`src/rtl/load_store_unit.sv`:
```
// load_store_unit
//   Initiator side of the data-memory port. Takes load/store requests from the
//   core (byte address plus RV32 funct3), drives a word-indexed data memory
//   with combinational read and posedge write, and returns one completion
//   pulse per request. The memory only stores whole words, so SB/SH are done
//   as read-modify-write. Loads are lane-extracted and sign/zero extended.
//   Misaligned, out-of-range and illegal-funct3 requests fault without
//   touching memory.
//
// Ports
//   clk, reset            rising-edge clock, asynchronous active-high reset
//   req_valid/req_ready   request handshake (ready only in IDLE, out of reset)
//   req_store             1 = store, 0 = load
//   req_funct3            000 B, 001 H, 010 W, 100 BU, 101 HU
//   req_addr              byte address
//   req_wdata             store data (low byte/half for SB/SH)
//   resp_valid            one-cycle completion pulse
//   resp_rdata            extended load data, 0 for stores and faults
//   resp_err              00 ok, 01 misaligned, 10 out of range, 11 illegal funct3
//   mem_read, mem_write   memory enables (never both high)
//   mem_addr              word index (req_addr >> 2)
//   mem_wdata             word to write
//   mem_rdata             memory read data, valid in the same cycle as mem_read
module load_store_unit #(
  parameter int ADDR_WIDTH = 32,
  parameter int DATA_WIDTH = 32,
  parameter int DATA_DEPTH = 32
) (
  input  logic                  clk,
  input  logic                  reset,
  input  logic                  req_valid,
  output logic                  req_ready,
  input  logic                  req_store,
  input  logic [2:0]            req_funct3,
  input  logic [ADDR_WIDTH-1:0] req_addr,
  input  logic [DATA_WIDTH-1:0] req_wdata,
  output logic                  resp_valid,
  output logic [DATA_WIDTH-1:0] resp_rdata,
  output logic [1:0]            resp_err,
  output logic                  mem_read,
  output logic                  mem_write,
  output logic [ADDR_WIDTH-1:0] mem_addr,
  output logic [DATA_WIDTH-1:0] mem_wdata,
  input  logic [DATA_WIDTH-1:0] mem_rdata
);

  typedef enum logic [2:0] {
    S_IDLE,
    S_LOAD,
    S_RMW_RD,
    S_WRITE,
    S_RESP
  } state_t;

  state_t                state, state_next;
  logic [2:0]            funct3_q;
  logic [ADDR_WIDTH-1:0] addr_q;
  logic [DATA_WIDTH-1:0] wr_word_q;
  logic [DATA_WIDTH-1:0] rdata_q;
  logic [1:0]            err_q;

  logic                  f3_illegal;
  logic                  f3_misaligned;
  logic                  f3_range;
  logic [1:0]            fault_code;
  logic [ADDR_WIDTH-1:0] req_word_idx;

  // Pick the addressed byte or half out of a memory word and extend it.
  // funct3[2] selects zero extension (BU/HU); W passes straight through.
  function automatic logic [DATA_WIDTH-1:0] extract_load(
    input logic [DATA_WIDTH-1:0] word,
    input logic [2:0]            f3,
    input logic [1:0]            lane
  );
    logic [7:0]  b;
    logic [15:0] h;
    case (lane)
      2'd0:    b = word[7:0];
      2'd1:    b = word[15:8];
      2'd2:    b = word[23:16];
      default: b = word[31:24];
    endcase
    h = lane[1] ? word[31:16] : word[15:0];
    case (f3)
      3'b000:  extract_load = {{(DATA_WIDTH-8){b[7]}}, b};
      3'b001:  extract_load = {{(DATA_WIDTH-16){h[15]}}, h};
      3'b100:  extract_load = {{(DATA_WIDTH-8){1'b0}}, b};
      3'b101:  extract_load = {{(DATA_WIDTH-16){1'b0}}, h};
      default: extract_load = word;
    endcase
  endfunction

  // Replace the addressed byte (SB) or half (SH) of the old word with the
  // low bits of the store data.
  function automatic logic [DATA_WIDTH-1:0] merge_store(
    input logic [DATA_WIDTH-1:0] old_word,
    input logic [DATA_WIDTH-1:0] new_data,
    input logic [2:0]            f3,
    input logic [1:0]            lane
  );
    merge_store = old_word;
    if (f3[1:0] == 2'b00) begin
      case (lane)
        2'd0:    merge_store[7:0]   = new_data[7:0];
        2'd1:    merge_store[15:8]  = new_data[7:0];
        2'd2:    merge_store[23:16] = new_data[7:0];
        default: merge_store[31:24] = new_data[7:0];
      endcase
    end else begin
      if (lane[1]) merge_store[31:16] = new_data[15:0];
      else         merge_store[15:0]  = new_data[15:0];
    end
  endfunction

  // Fault classification of the incoming request; the priority order
  // illegal > misaligned > range is resolved in fault_code.
  always_comb begin
    req_word_idx  = {2'b00, req_addr[ADDR_WIDTH-1:2]};
    f3_illegal    = !(req_funct3 inside {3'b000, 3'b001, 3'b010, 3'b100, 3'b101})
                    || (req_store && req_funct3[2]);
    f3_misaligned = ((req_funct3[1:0] == 2'b01) && req_addr[0])
                    || ((req_funct3[1:0] == 2'b10) && (req_addr[1:0] != 2'b00));
    f3_range      = req_word_idx >= ADDR_WIDTH'(DATA_DEPTH);
    fault_code    = 2'b00;
    if (f3_illegal)         fault_code = 2'b11;
    else if (f3_misaligned) fault_code = 2'b01;
    else if (f3_range)      fault_code = 2'b10;
  end

  // Next-state and memory-side decode. Enables and address are derived only
  // from the state and the latched request, so reset clears them at once.
  always_comb begin
    state_next = state;
    req_ready  = (state == S_IDLE) && !reset;
    resp_valid = (state == S_RESP);
    mem_read   = (state == S_LOAD) || (state == S_RMW_RD);
    mem_write  = (state == S_WRITE);
    mem_addr   = '0;
    mem_wdata  = '0;
    if (mem_read || mem_write) mem_addr = {2'b00, addr_q[ADDR_WIDTH-1:2]};
    if (mem_write)             mem_wdata = wr_word_q;
    case (state)
      S_IDLE: begin
        if (req_valid) begin
          if (fault_code != 2'b00)      state_next = S_RESP;
          else if (!req_store)          state_next = S_LOAD;
          else if (req_funct3 == 3'b010) state_next = S_WRITE;
          else                          state_next = S_RMW_RD;
        end
      end
      S_LOAD:   state_next = S_RESP;
      S_RMW_RD: state_next = S_WRITE;
      S_WRITE:  state_next = S_RESP;
      S_RESP:   state_next = S_IDLE;
      default:  state_next = S_IDLE;
    endcase
  end

  // State register and request latches. wr_word_q starts as the raw store
  // data (used directly by SW) and is overwritten with the merged word
  // during the read half of a read-modify-write.
  always_ff @(posedge clk or posedge reset) begin
    if (reset) begin
      state     <= S_IDLE;
      funct3_q  <= '0;
      addr_q    <= '0;
      wr_word_q <= '0;
      rdata_q   <= '0;
      err_q     <= '0;
    end else begin
      state <= state_next;
      case (state)
        S_IDLE: begin
          if (req_valid) begin
            funct3_q  <= req_funct3;
            addr_q    <= req_addr;
            wr_word_q <= req_wdata;
            rdata_q   <= '0;
            err_q     <= fault_code;
          end
        end
        S_LOAD:   rdata_q   <= extract_load(mem_rdata, funct3_q, addr_q[1:0]);
        S_RMW_RD: wr_word_q <= merge_store(mem_rdata, wr_word_q, funct3_q, addr_q[1:0]);
        default: ;
      endcase
    end
  end

  assign resp_rdata = rdata_q;
  assign resp_err   = err_q;

endmodule

```
`config.mk`:
```
export PLATFORM = sky130hd
export DESIGN_NAME = load_store_unit
export DESIGN_NICKNAME = d
export VERILOG_FILES = /design/src/rtl/load_store_unit.sv
export SDC_FILE = /design/constraint.sdc
export NUM_CORES = 1
export LEC_CHECK = 0
export ABC_AREA = 1
export CAP_MARGIN = 5
export CORE_ASPECT_RATIO = 1.75
export CORE_MARGIN = 2
export CORE_UTILIZATION = 25
export CTS_CLUSTER_DIAMETER = 100
export DETAILED_ROUTE_END_ITERATION = 10
export HOLD_SLACK_MARGIN = 0.06
export PLACE_DENSITY = 0.48
export SLEW_MARGIN = 40
export SYNTH_ARGS = -nofsm -noshare
export SYNTH_HDL_FRONTEND = slang
export SYNTH_SLANG_ARGS = --single-unit
```
`constraint.sdc`:
```
create_clock -name clk -period 3.4 [get_ports clk]
set_input_delay 0.68 -clock clk [delete_from_list [all_inputs] [get_ports clk]]
set_output_delay 0.68 -clock clk [all_outputs]
set_load 0.05 [all_outputs]
```
==> impl_results.html, run 1 <==
<table>
<tr><th>Metric</th><th>Value</th></tr>
<tr><th colspan="2">Clock tree</th></tr>
<tr><td>Clock transition at path regs</td><td>0.07 ns</td></tr>
<tr><td>Clock latency of the later-clocked register in the worst-skew pair</td><td>0.37 ns</td></tr>
<tr><td>Number of cells upsized or downsized after cts</td><td>0</td></tr>
<tr><td>Number of H-tree levels</td><td>3</td></tr>
<tr><td>Post CTS Setup Buffer Count</td><td>0</td></tr>
<tr><td># hold bufs at CTS</td><td>0</td></tr>
<tr><td>Buffer cell driving the clock tree root</td><td>clkbuf_16</td></tr>
<tr><td>Cts bufs inserted</td><td>9</td></tr>
<tr><td>TritonCTS clock tree</td><td>done</td></tr>
<tr><td>Clock net sink count</td><td>104</td></tr>
<tr><td>Number of buffers on the longest clock path</td><td>2</td></tr>
<tr><th colspan="2">Yosys</th></tr>
<tr><td>Post-synthesis compound-gate area fraction</td><td>20.3%</td></tr>
<tr><td>Largest area contributor in the synthesized netlist</td><td>dfrtp_1</td></tr>
<tr><td>Register area share after synthesis</td><td>43.0%</td></tr>
<tr><td>Simple logic cell fraction of the synthesized area</td><td>25.1%</td></tr>
<tr><td>Leading post-synthesis cells by cell area</td><td>dfrtp_1, nand2_1, o21ai_0</td></tr>
<tr><td>Yosys warns</td><td>0</td></tr>
<tr><td>Flop and latch count out of synthesis</td><td>104</td></tr>
<tr><td>Async set or reset register ratio after synthesis</td><td>100%</td></tr>
<tr><td>Synth Flop Type</td><td>dfrtp_1</td></tr>
<tr><td>Post-synthesis xor/xnor area fraction</td><td>0%</td></tr>
<tr><td>Combinational family with the most area after synthesis</td><td>simple AND/OR/NAND/NOR gates</td></tr>
<tr><td>Instance count of the mapped netlist</td><td>885</td></tr>
<tr><td>Area of the mapped netlist</td><td>6060 um^2</td></tr>
<tr><td>Distinct cell type count of the synthesized netlist</td><td>29</td></tr>
<tr><td>Mux share of post-synthesis cell area</td><td>0%</td></tr>
<tr><td>Synthesized area per cell</td><td>6.85 um^2</td></tr>
<tr><td>Adder-cell area share of the yosys netlist</td><td>0%</td></tr>
<tr><td>Number of synthesized flops with an enable pin</td><td>0</td></tr>
<tr><td>Fraction of synthesized cell area taken by the top area cell type</td><td>43.0%</td></tr>
<tr><th colspan="2">Floorplan</th></tr>
<tr><td>Standard-cell rows</td><td>75</td></tr>
<tr><td>Overall die height</td><td>210 um</td></tr>
<tr><td>Die width</td><td>122 um</td></tr>
<tr><td>Top-Level Pins</td><td>205</td></tr>
<tr><td>Initial cell density of the core</td><td>25.3%</td></tr>
<tr><td>Total Die Area</td><td>25500 um^2</td></tr>
<tr><td>Core box area</td><td>23900 um^2</td></tr>
<tr><th colspan="2">Critical path</th></tr>
<tr><td>Critical path's top delay family</td><td>buffers and inverters</td></tr>
<tr><td>Worst Path Required</td><td>2.72 ns</td></tr>
<tr><td>Kind of start point of the critical path</td><td>register</td></tr>
<tr><td>Stage delay of the slowest cell on the critical path</td><td>0.85 ns</td></tr>
<tr><td>R2R cell count</td><td>7</td></tr>
<tr><td>Crit path buf inv count</td><td>3</td></tr>
<tr><td>Destination of the worst register-to-register timing path</td><td>resp_rdata[27]</td></tr>
<tr><td>Start-to-end type of the worst setup path</td><td>register to output port</td></tr>
<tr><td>Kind of capture point of the worst setup path</td><td>output port</td></tr>
<tr><td>Worst endpoint data arrival time</td><td>2.46 ns</td></tr>
<tr><td>Critical path cell sequence</td><td>inv_1, nand2_1, nor2_1, inv_1, nor2_1, clkdlybuf4s50_1</td></tr>
<tr><td>Worst setup path startpoint</td><td>state[2]</td></tr>
<tr><td>Cell with the biggest individual delay on the critical path</td><td>clkdlybuf4s50_1</td></tr>
<tr><td>R2R setup slack</td><td>0.97 ns</td></tr>
<tr><td>Crit-path max FO</td><td>13</td></tr>
<tr><td>Launching point of the worst reg2reg path</td><td>funct3_q[1]</td></tr>
<tr><th colspan="2">STA</th></tr>
<tr><td>Transition at the pin with the smallest max-transition slack</td><td>0.786 ns</td></tr>
<tr><td>Accumulated negative setup slack</td><td>0 ns</td></tr>
<tr><td>Worst setup skew after layout</td><td>0.00493 ns</td></tr>
<tr><td>Period utilisation layout</td><td>92.3%</td></tr>
<tr><td>Final Slew Violations</td><td>0</td></tr>
<tr><td>Headroom to the max-slew limit</td><td>47.4%</td></tr>
<tr><td>Minimum period implied by the final worst setup slack</td><td>3.14 ns</td></tr>
<tr><td>Minimum setup slack in the final design</td><td>0.262 ns</td></tr>
<tr><td>Setup Viol. Count Final</td><td>0</td></tr>
<tr><td>Hold Worst Slack</td><td>0.477 ns</td></tr>
<tr><td>Total count of hold-check failures in the final report</td><td>0</td></tr>
<tr><td>RSZ-0062 raised after global routing</td><td>false</td></tr>
<tr><td>Achievable frequency</td><td>0.319 GHz</td></tr>
<tr><th colspan="2">Detailed routing</th></tr>
<tr><td>DRC Markers</td><td>0</td></tr>
<tr><td>ANT nets after route</td><td>0</td></tr>
<tr><td>Total via count in the routed design</td><td>6277</td></tr>
<tr><td>Wire length on met3</td><td>1360 um</td></tr>
<tr><td>Initial drt markers</td><td>320</td></tr>
<tr><td>Post-route met1 wirelength</td><td>9080 um</td></tr>
<tr><td>Aggregate routed wire length</td><td>24000 um</td></tr>
<tr><td>Metal2 WL</td><td>12600 um</td></tr>
<tr><td>Post-DR wirelength/cell</td><td>17.5 um</td></tr>
<tr><td>Highest signal layer in the routed design</td><td>met4</td></tr>
<tr><td>Router iterations before antenna repair</td><td>5</td></tr>
<tr><td>Via-per-instance ratio</td><td>4.59</td></tr>
<tr><th colspan="2">Place</th></tr>
<tr><td>Post-placement worst setup slack</td><td>0.667 ns</td></tr>
<tr><td>Area after DPL</td><td>8270 um^2</td></tr>
<tr><td>Input/output buffers</td><td>202</td></tr>
<tr><td>Last weighted congestion value of the routability-driven placer</td><td>0.877</td></tr>
<tr><td>Placed wire-length estimate after detailed placement</td><td>18300 um</td></tr>
<tr><td>Total placed cells including tap cells</td><td>1354</td></tr>
<tr><th colspan="2">Finish</th></tr>
<tr><td>Number of antenna cells inserted</td><td>0</td></tr>
<tr><td>Number of filler cells placed in the layout</td><td>2661</td></tr>
<tr><td>Signed area change from the synthesized netlist to the final layout</td><td>41.5%</td></tr>
<tr><td>Leading cell types in the layout, fill and taps excluded</td><td>nand2_1, clkdlybuf4s50_1, o21ai_0, nor2_1, inv_1</td></tr>
<tr><td>Utilization after layout</td><td>35.8%</td></tr>
<tr><td>Number of cells in the finished layout apart from fillers</td><td>1369</td></tr>
<tr><td>Final design instance area without fill</td><td>8570 um^2</td></tr>
<tr><td>Nets@finish</td><td>1160</td></tr>
<tr><td>Share of post-route cells with drive strength above 1</td><td>6.22%</td></tr>
<tr><td>Most common cell after layout, fill and taps aside</td><td>nand2_1</td></tr>
<tr><th colspan="2">GRT</th></tr>
<tr><td>Total congestion overflow</td><td>0</td></tr>
<tr><td>Initial antenna violation count</td><td>0</td></tr>
<tr><td>Number of global-route vias before repair</td><td>6341</td></tr>
<tr><td>Global-route wire length before repair</td><td>36300 um</td></tr>
<tr><td>Maximum number of pins on one net before global-route repair</td><td>105</td></tr>
<tr><td>Overall fraction of global-route tracks in use</td><td>18.9%</td></tr>
<tr><th colspan="2">Power and ir drop</th></tr>
<tr><td>Worst IR Drop VDD</td><td>0.313 mV</td></tr>
<tr><td>Overall Power</td><td>5.11 mW</td></tr>
<tr><td>Static leakage power</td><td>4.10 nW</td></tr>
<tr><td>Power density relative to cell area</td><td>596 nW/um^2</td></tr>
<tr><th colspan="2">Min path</th></tr>
<tr><td>Startpoint of the most critical hold path</td><td>resp_rdata[25]</td></tr>
<tr><td>Worst-case hold path end point</td><td>resp_rdata[25]</td></tr>
<tr><td>Hold Path Depth</td><td>2</td></tr>
<tr><td>Type of the most critical hold path</td><td>register to register</td></tr>
<tr><th colspan="2">Flow run</th></tr>
<tr><td>Max-cap violations</td><td>0</td></tr>
<tr><th colspan="2">Run status</th></tr>
<tr><td>Run status</td><td>finished clean</td></tr>
</table>
worst max-delay path by stage:
stage	end	slack, ns	cells past startpoint
6_report	mem_wdata[12]	0.26	6
5_1_grt	mem_wdata[12]	0.17	6
4_1_cts	mem_wdata[12]	0.26	6
3_5_place_dp	req_ready	0.67	3
3_3_place_gp	req_ready	0.64	3
2_1_floorplan	mem_wdata[10]	0.40	6
where the power goes:
| part | internal [mW] | switching, mW | leakage, nW | total (mW) |
|---|---|---|---|---|
| registers | 1.64 | 0.255 | 1.31 | 1.90 |
| clock network | 0.625 | 0.488 | 0.154 | 1.11 |
| logic | 0.658 | 1.44 | 2.63 | 2.10 |
metal layers:
metal | up-vias | global-route usage (%)
met5 | - | 0
li1 | 3141 | -
met3 | 48 | 3.46
met2 | 213 | 34.8
met1 | 2875 | 21.1
met4 | 0 | 7.97
final cells by class:
type	instances	area [um^2]	share of cell area, %
clock buffers	12	267	3.11
clock inverters	3	40.0	0.467
inverters	120	454	5.30
multi-input cells	609	2760	32.2
flip-flops and latches	104	2600	30.4
well taps	308	385	4.50
repair buffers	213	2070	24.1
cells by family after synthesis:
group	Yosys count
flip-flops	104
buffers and inverters	173
other	1
AO/OA/AOI/OAI	224
AND/OR/NAND/NOR	383
Yosys cell counts, types with 6 or more instances:
library cell / count
nand2_1: 233
o21ai_0: 120
inv_1: 114
nor2_1: 114
dfrtp_1: 104
a21oi_1: 58
clkbuf_1: 27
o211ai_1: 23
nand3_1: 22
buf_2: 18
a22oi_1: 9
a31oi_1: 8
buf_4: 6
inv_2: 6
tightest hold or removal path, cell delays in order, from the launching register on:
cell     delay, ns
dfrtp_1       0.34
nand2_1       0.05
nand2_1       0.05
flip-flops by register name, summed over array words and instances, names as in the netlist:
| register | flops |
|---|---|
| addr_q | 32 |
| resp_rdata | 32 |
| state | 3 |
| funct3_q | 3 |
| wr_word_q | 32 |
| resp_err | 2 |
(Power assumes the default switching activity.)
==> run 2: changes to the inputs <==
SLEW_MARGIN = 10   (was 40)
==> results of run 2 <==
The final DEF is identical to that of run 1; final timing and power are the same.
==> run 3: changes to the inputs <==
PLACE_DENSITY = 0.46   (was 0.48)
clock period = 4 ns   (was 3.4 ns; I/O delays follow)
==> impl_results.html, run 3 (synthesis results as in run 1) <==
<table>
<tr><th>Metric</th><th>Value</th></tr>
<tr><th colspan="2">Clock tree</th></tr>
<tr><td>Number of cells upsized or downsized after cts</td><td>0</td></tr>
<tr><td>Clock net sink count</td><td>104</td></tr>
<tr><td>Cts bufs inserted</td><td>9</td></tr>
<tr><td>Number of buffers on the longest clock path</td><td>2</td></tr>
<tr><td># hold bufs at CTS</td><td>0</td></tr>
<tr><td>Clock transition at path regs</td><td>0.07 ns</td></tr>
<tr><td>Post CTS Setup Buffer Count</td><td>0</td></tr>
<tr><td>Number of H-tree levels</td><td>3</td></tr>
<tr><td>Clock latency of the later-clocked register in the worst-skew pair</td><td>0.37 ns</td></tr>
<tr><td>Buffer cell driving the clock tree root</td><td>clkbuf_16</td></tr>
<tr><td>TritonCTS clock tree</td><td>done</td></tr>
<tr><th colspan="2">Floorplan</th></tr>
<tr><td>Total Die Area</td><td>25500 um^2</td></tr>
<tr><td>Initial cell density of the core</td><td>25.3%</td></tr>
<tr><td>Standard-cell rows</td><td>75</td></tr>
<tr><td>Core box area</td><td>23900 um^2</td></tr>
<tr><td>Die width</td><td>122 um</td></tr>
<tr><td>Overall die height</td><td>210 um</td></tr>
<tr><td>Top-Level Pins</td><td>205</td></tr>
<tr><th colspan="2">Critical path</th></tr>
<tr><td>Worst Path Required</td><td>3.20 ns</td></tr>
<tr><td>Worst endpoint data arrival time</td><td>2.75 ns</td></tr>
<tr><td>Kind of capture point of the worst setup path</td><td>output port</td></tr>
<tr><td>Crit-path max FO</td><td>32</td></tr>
<tr><td>Start-to-end type of the worst setup path</td><td>register to output port</td></tr>
<tr><td>Kind of start point of the critical path</td><td>register</td></tr>
<tr><th colspan="2">Finish</th></tr>
<tr><td>Area taken by flip-flops and latches</td><td>2600 um^2</td></tr>
<tr><td>Number of filler cells placed in the layout</td><td>2659</td></tr>
<tr><td>Number of antenna cells inserted</td><td>0</td></tr>
<tr><td>Nets@finish</td><td>1161</td></tr>
<tr><td>Signed area change from the synthesized netlist to the final layout</td><td>41.9%</td></tr>
<tr><td>Leading cell types in the layout, fill and taps excluded</td><td>nand2_1, clkdlybuf4s50_1, o21ai_0, nor2_1, inv_1</td></tr>
<tr><td>Multi-input combinational cell area</td><td>2760 um^2</td></tr>
<tr><td>Share of post-route cells with drive strength above 1</td><td>4.42%</td></tr>
<tr><td>Most common cell after layout, fill and taps aside</td><td>nand2_1</td></tr>
<tr><th colspan="2">Detailed routing</th></tr>
<tr><td>Router iterations before antenna repair</td><td>7</td></tr>
<tr><td>Total via count in the routed design</td><td>6275</td></tr>
<tr><td>Via-per-instance ratio</td><td>4.58</td></tr>
<tr><td>Post-DR wirelength/cell</td><td>17.7 um</td></tr>
<tr><td>DRC Markers</td><td>0</td></tr>
<tr><td>Aggregate routed wire length</td><td>24200 um</td></tr>
<tr><td>Initial drt markers</td><td>326</td></tr>
<tr><td>ANT nets after route</td><td>0</td></tr>
<tr><th colspan="2">Power and ir drop</th></tr>
<tr><td>Static leakage power</td><td>4.05 nW</td></tr>
<tr><td>Worst IR Drop VDD</td><td>0.201 mV</td></tr>
<tr><td>Power density relative to cell area</td><td>507 nW/um^2</td></tr>
<tr><th colspan="2">Run status</th></tr>
<tr><td>Run status</td><td>finished clean</td></tr>
<tr><th colspan="2">GRT</th></tr>
<tr><td>Total congestion overflow</td><td>0</td></tr>
<tr><td>Global-route wire length before repair</td><td>36300 um</td></tr>
<tr><td>Number of global-route vias before repair</td><td>6227</td></tr>
<tr><td>Initial antenna violation count</td><td>0</td></tr>
<tr><td>Maximum number of pins on one net before global-route repair</td><td>80</td></tr>
<tr><td>Overall fraction of global-route tracks in use</td><td>19.2%</td></tr>
<tr><th colspan="2">STA</th></tr>
<tr><td>Minimum period implied by the final worst setup slack</td><td>3.55 ns</td></tr>
<tr><td>Worst setup skew after layout</td><td>0.00636 ns</td></tr>
<tr><td>Total count of hold-check failures in the final report</td><td>0</td></tr>
<tr><td>Hold Worst Slack</td><td>0.480 ns</td></tr>
<tr><td>Period utilisation layout</td><td>88.6%</td></tr>
<tr><td>Headroom to the max-slew limit</td><td>25.3%</td></tr>
<tr><td>Setup Viol. Count Final</td><td>0</td></tr>
<tr><td>Accumulated negative setup slack</td><td>0 ns</td></tr>
<tr><td>Achievable frequency</td><td>0.282 GHz</td></tr>
<tr><td>RSZ-0062 raised after global routing</td><td>false</td></tr>
<tr><td>Final Slew Violations</td><td>0</td></tr>
<tr><td>Transition at the pin with the smallest max-transition slack</td><td>1.12 ns</td></tr>
<tr><th colspan="2">Place</th></tr>
<tr><td>Placed wire-length estimate after detailed placement</td><td>18700 um</td></tr>
<tr><td>Input/output buffers</td><td>202</td></tr>
<tr><td>Last weighted congestion value of the routability-driven placer</td><td>0.856</td></tr>
<tr><th colspan="2">Flow run</th></tr>
<tr><td>Max-cap violations</td><td>0</td></tr>
<tr><th colspan="2">Min path</th></tr>
<tr><td>Type of the most critical hold path</td><td>register to register</td></tr>
</table>
## run 3: layout make-up
type,count,share of cell area [%]
clock buffer,13,3.14
sequential,104,30.3
timing repair buffer,214,24.6
multi-input combinational,609,32.1
clock inverter,3,0.175
tap,308,4.48
inverter,120,5.27
## run 3: worst paths after layout
| kind | start | endpoint | slack, ns | cells past startpoint |
|---|---|---|---|---|
| worst max-delay path | state[2] | mem_wdata[14] | 0.45 | 6 |
| worst min-delay path | resp_rdata[24] | resp_rdata[24] | 0.48 | 2 |
| worst max register to register | state[2] | wr_word_q[0] | 1.32 | 9 |
| worst min register to register | resp_rdata[24] | resp_rdata[24] | 0.48 | 2 |
| max in group asynchronous | reset | addr_q[17] | 2.04 | 3 |
| min in group asynchronous | reset | addr_q[31] | 1.04 | 2 |
## run 3: worst max-delay path: stages, from the launching register on
cell             delay (ns)
dfrtp_1                0.38
inv_1                  0.09
nand2_1                0.10
nor2_1                 0.17
inv_1                  0.44
nor2_1                 0.33
clkdlybuf4s50_1        0.85
## run 3: routing by layer
| metal | GRT usage, % | routed length (um) | up-vias |
|---|---|---|---|
| li1 | - | - | 3147 |
| met1 | 20.2 | 8810 | 2910 |
| met2 | 37.3 | 13700 | 191 |
| met3 | 3.44 | 1260 | 27 |
| met4 | 6.46 | 455 | 0 |
| met5 | 0 | 0 | - |
## run 3: power breakdown
part | total, mW | internal, mW | switching [mW] | leakage (nW)
combinational | 1.84 | 0.576 | 1.26 | 2.60
sequential | 1.62 | 1.40 | 0.224 | 1.31
clock | 0.891 | 0.471 | 0.419 | 0.145
total | 4.35 | 2.45 | 1.91 | 4.05
## run 3: stage by stage
stage | area (um^2) | power (mW) | cells | worst slack [ns] | util, %
6_report | 8590 | 4.35 | 1371 | 0.455 | 35.9
5_1_grt | 8590 | 4.68 | 1371 | 0.237 | 35.9
4_1_cts | 8590 | 4.40 | 1371 | 0.383 | 35.9
3_5_place_dp | 8310 | 3.48 | 1355 | 0.816 | 34.7
3_3_place_gp | 8310 | 3.47 | 1355 | 0.799 | 34.7
2_1_floorplan | 6060 | 2.89 | 886 | 0.468 | -
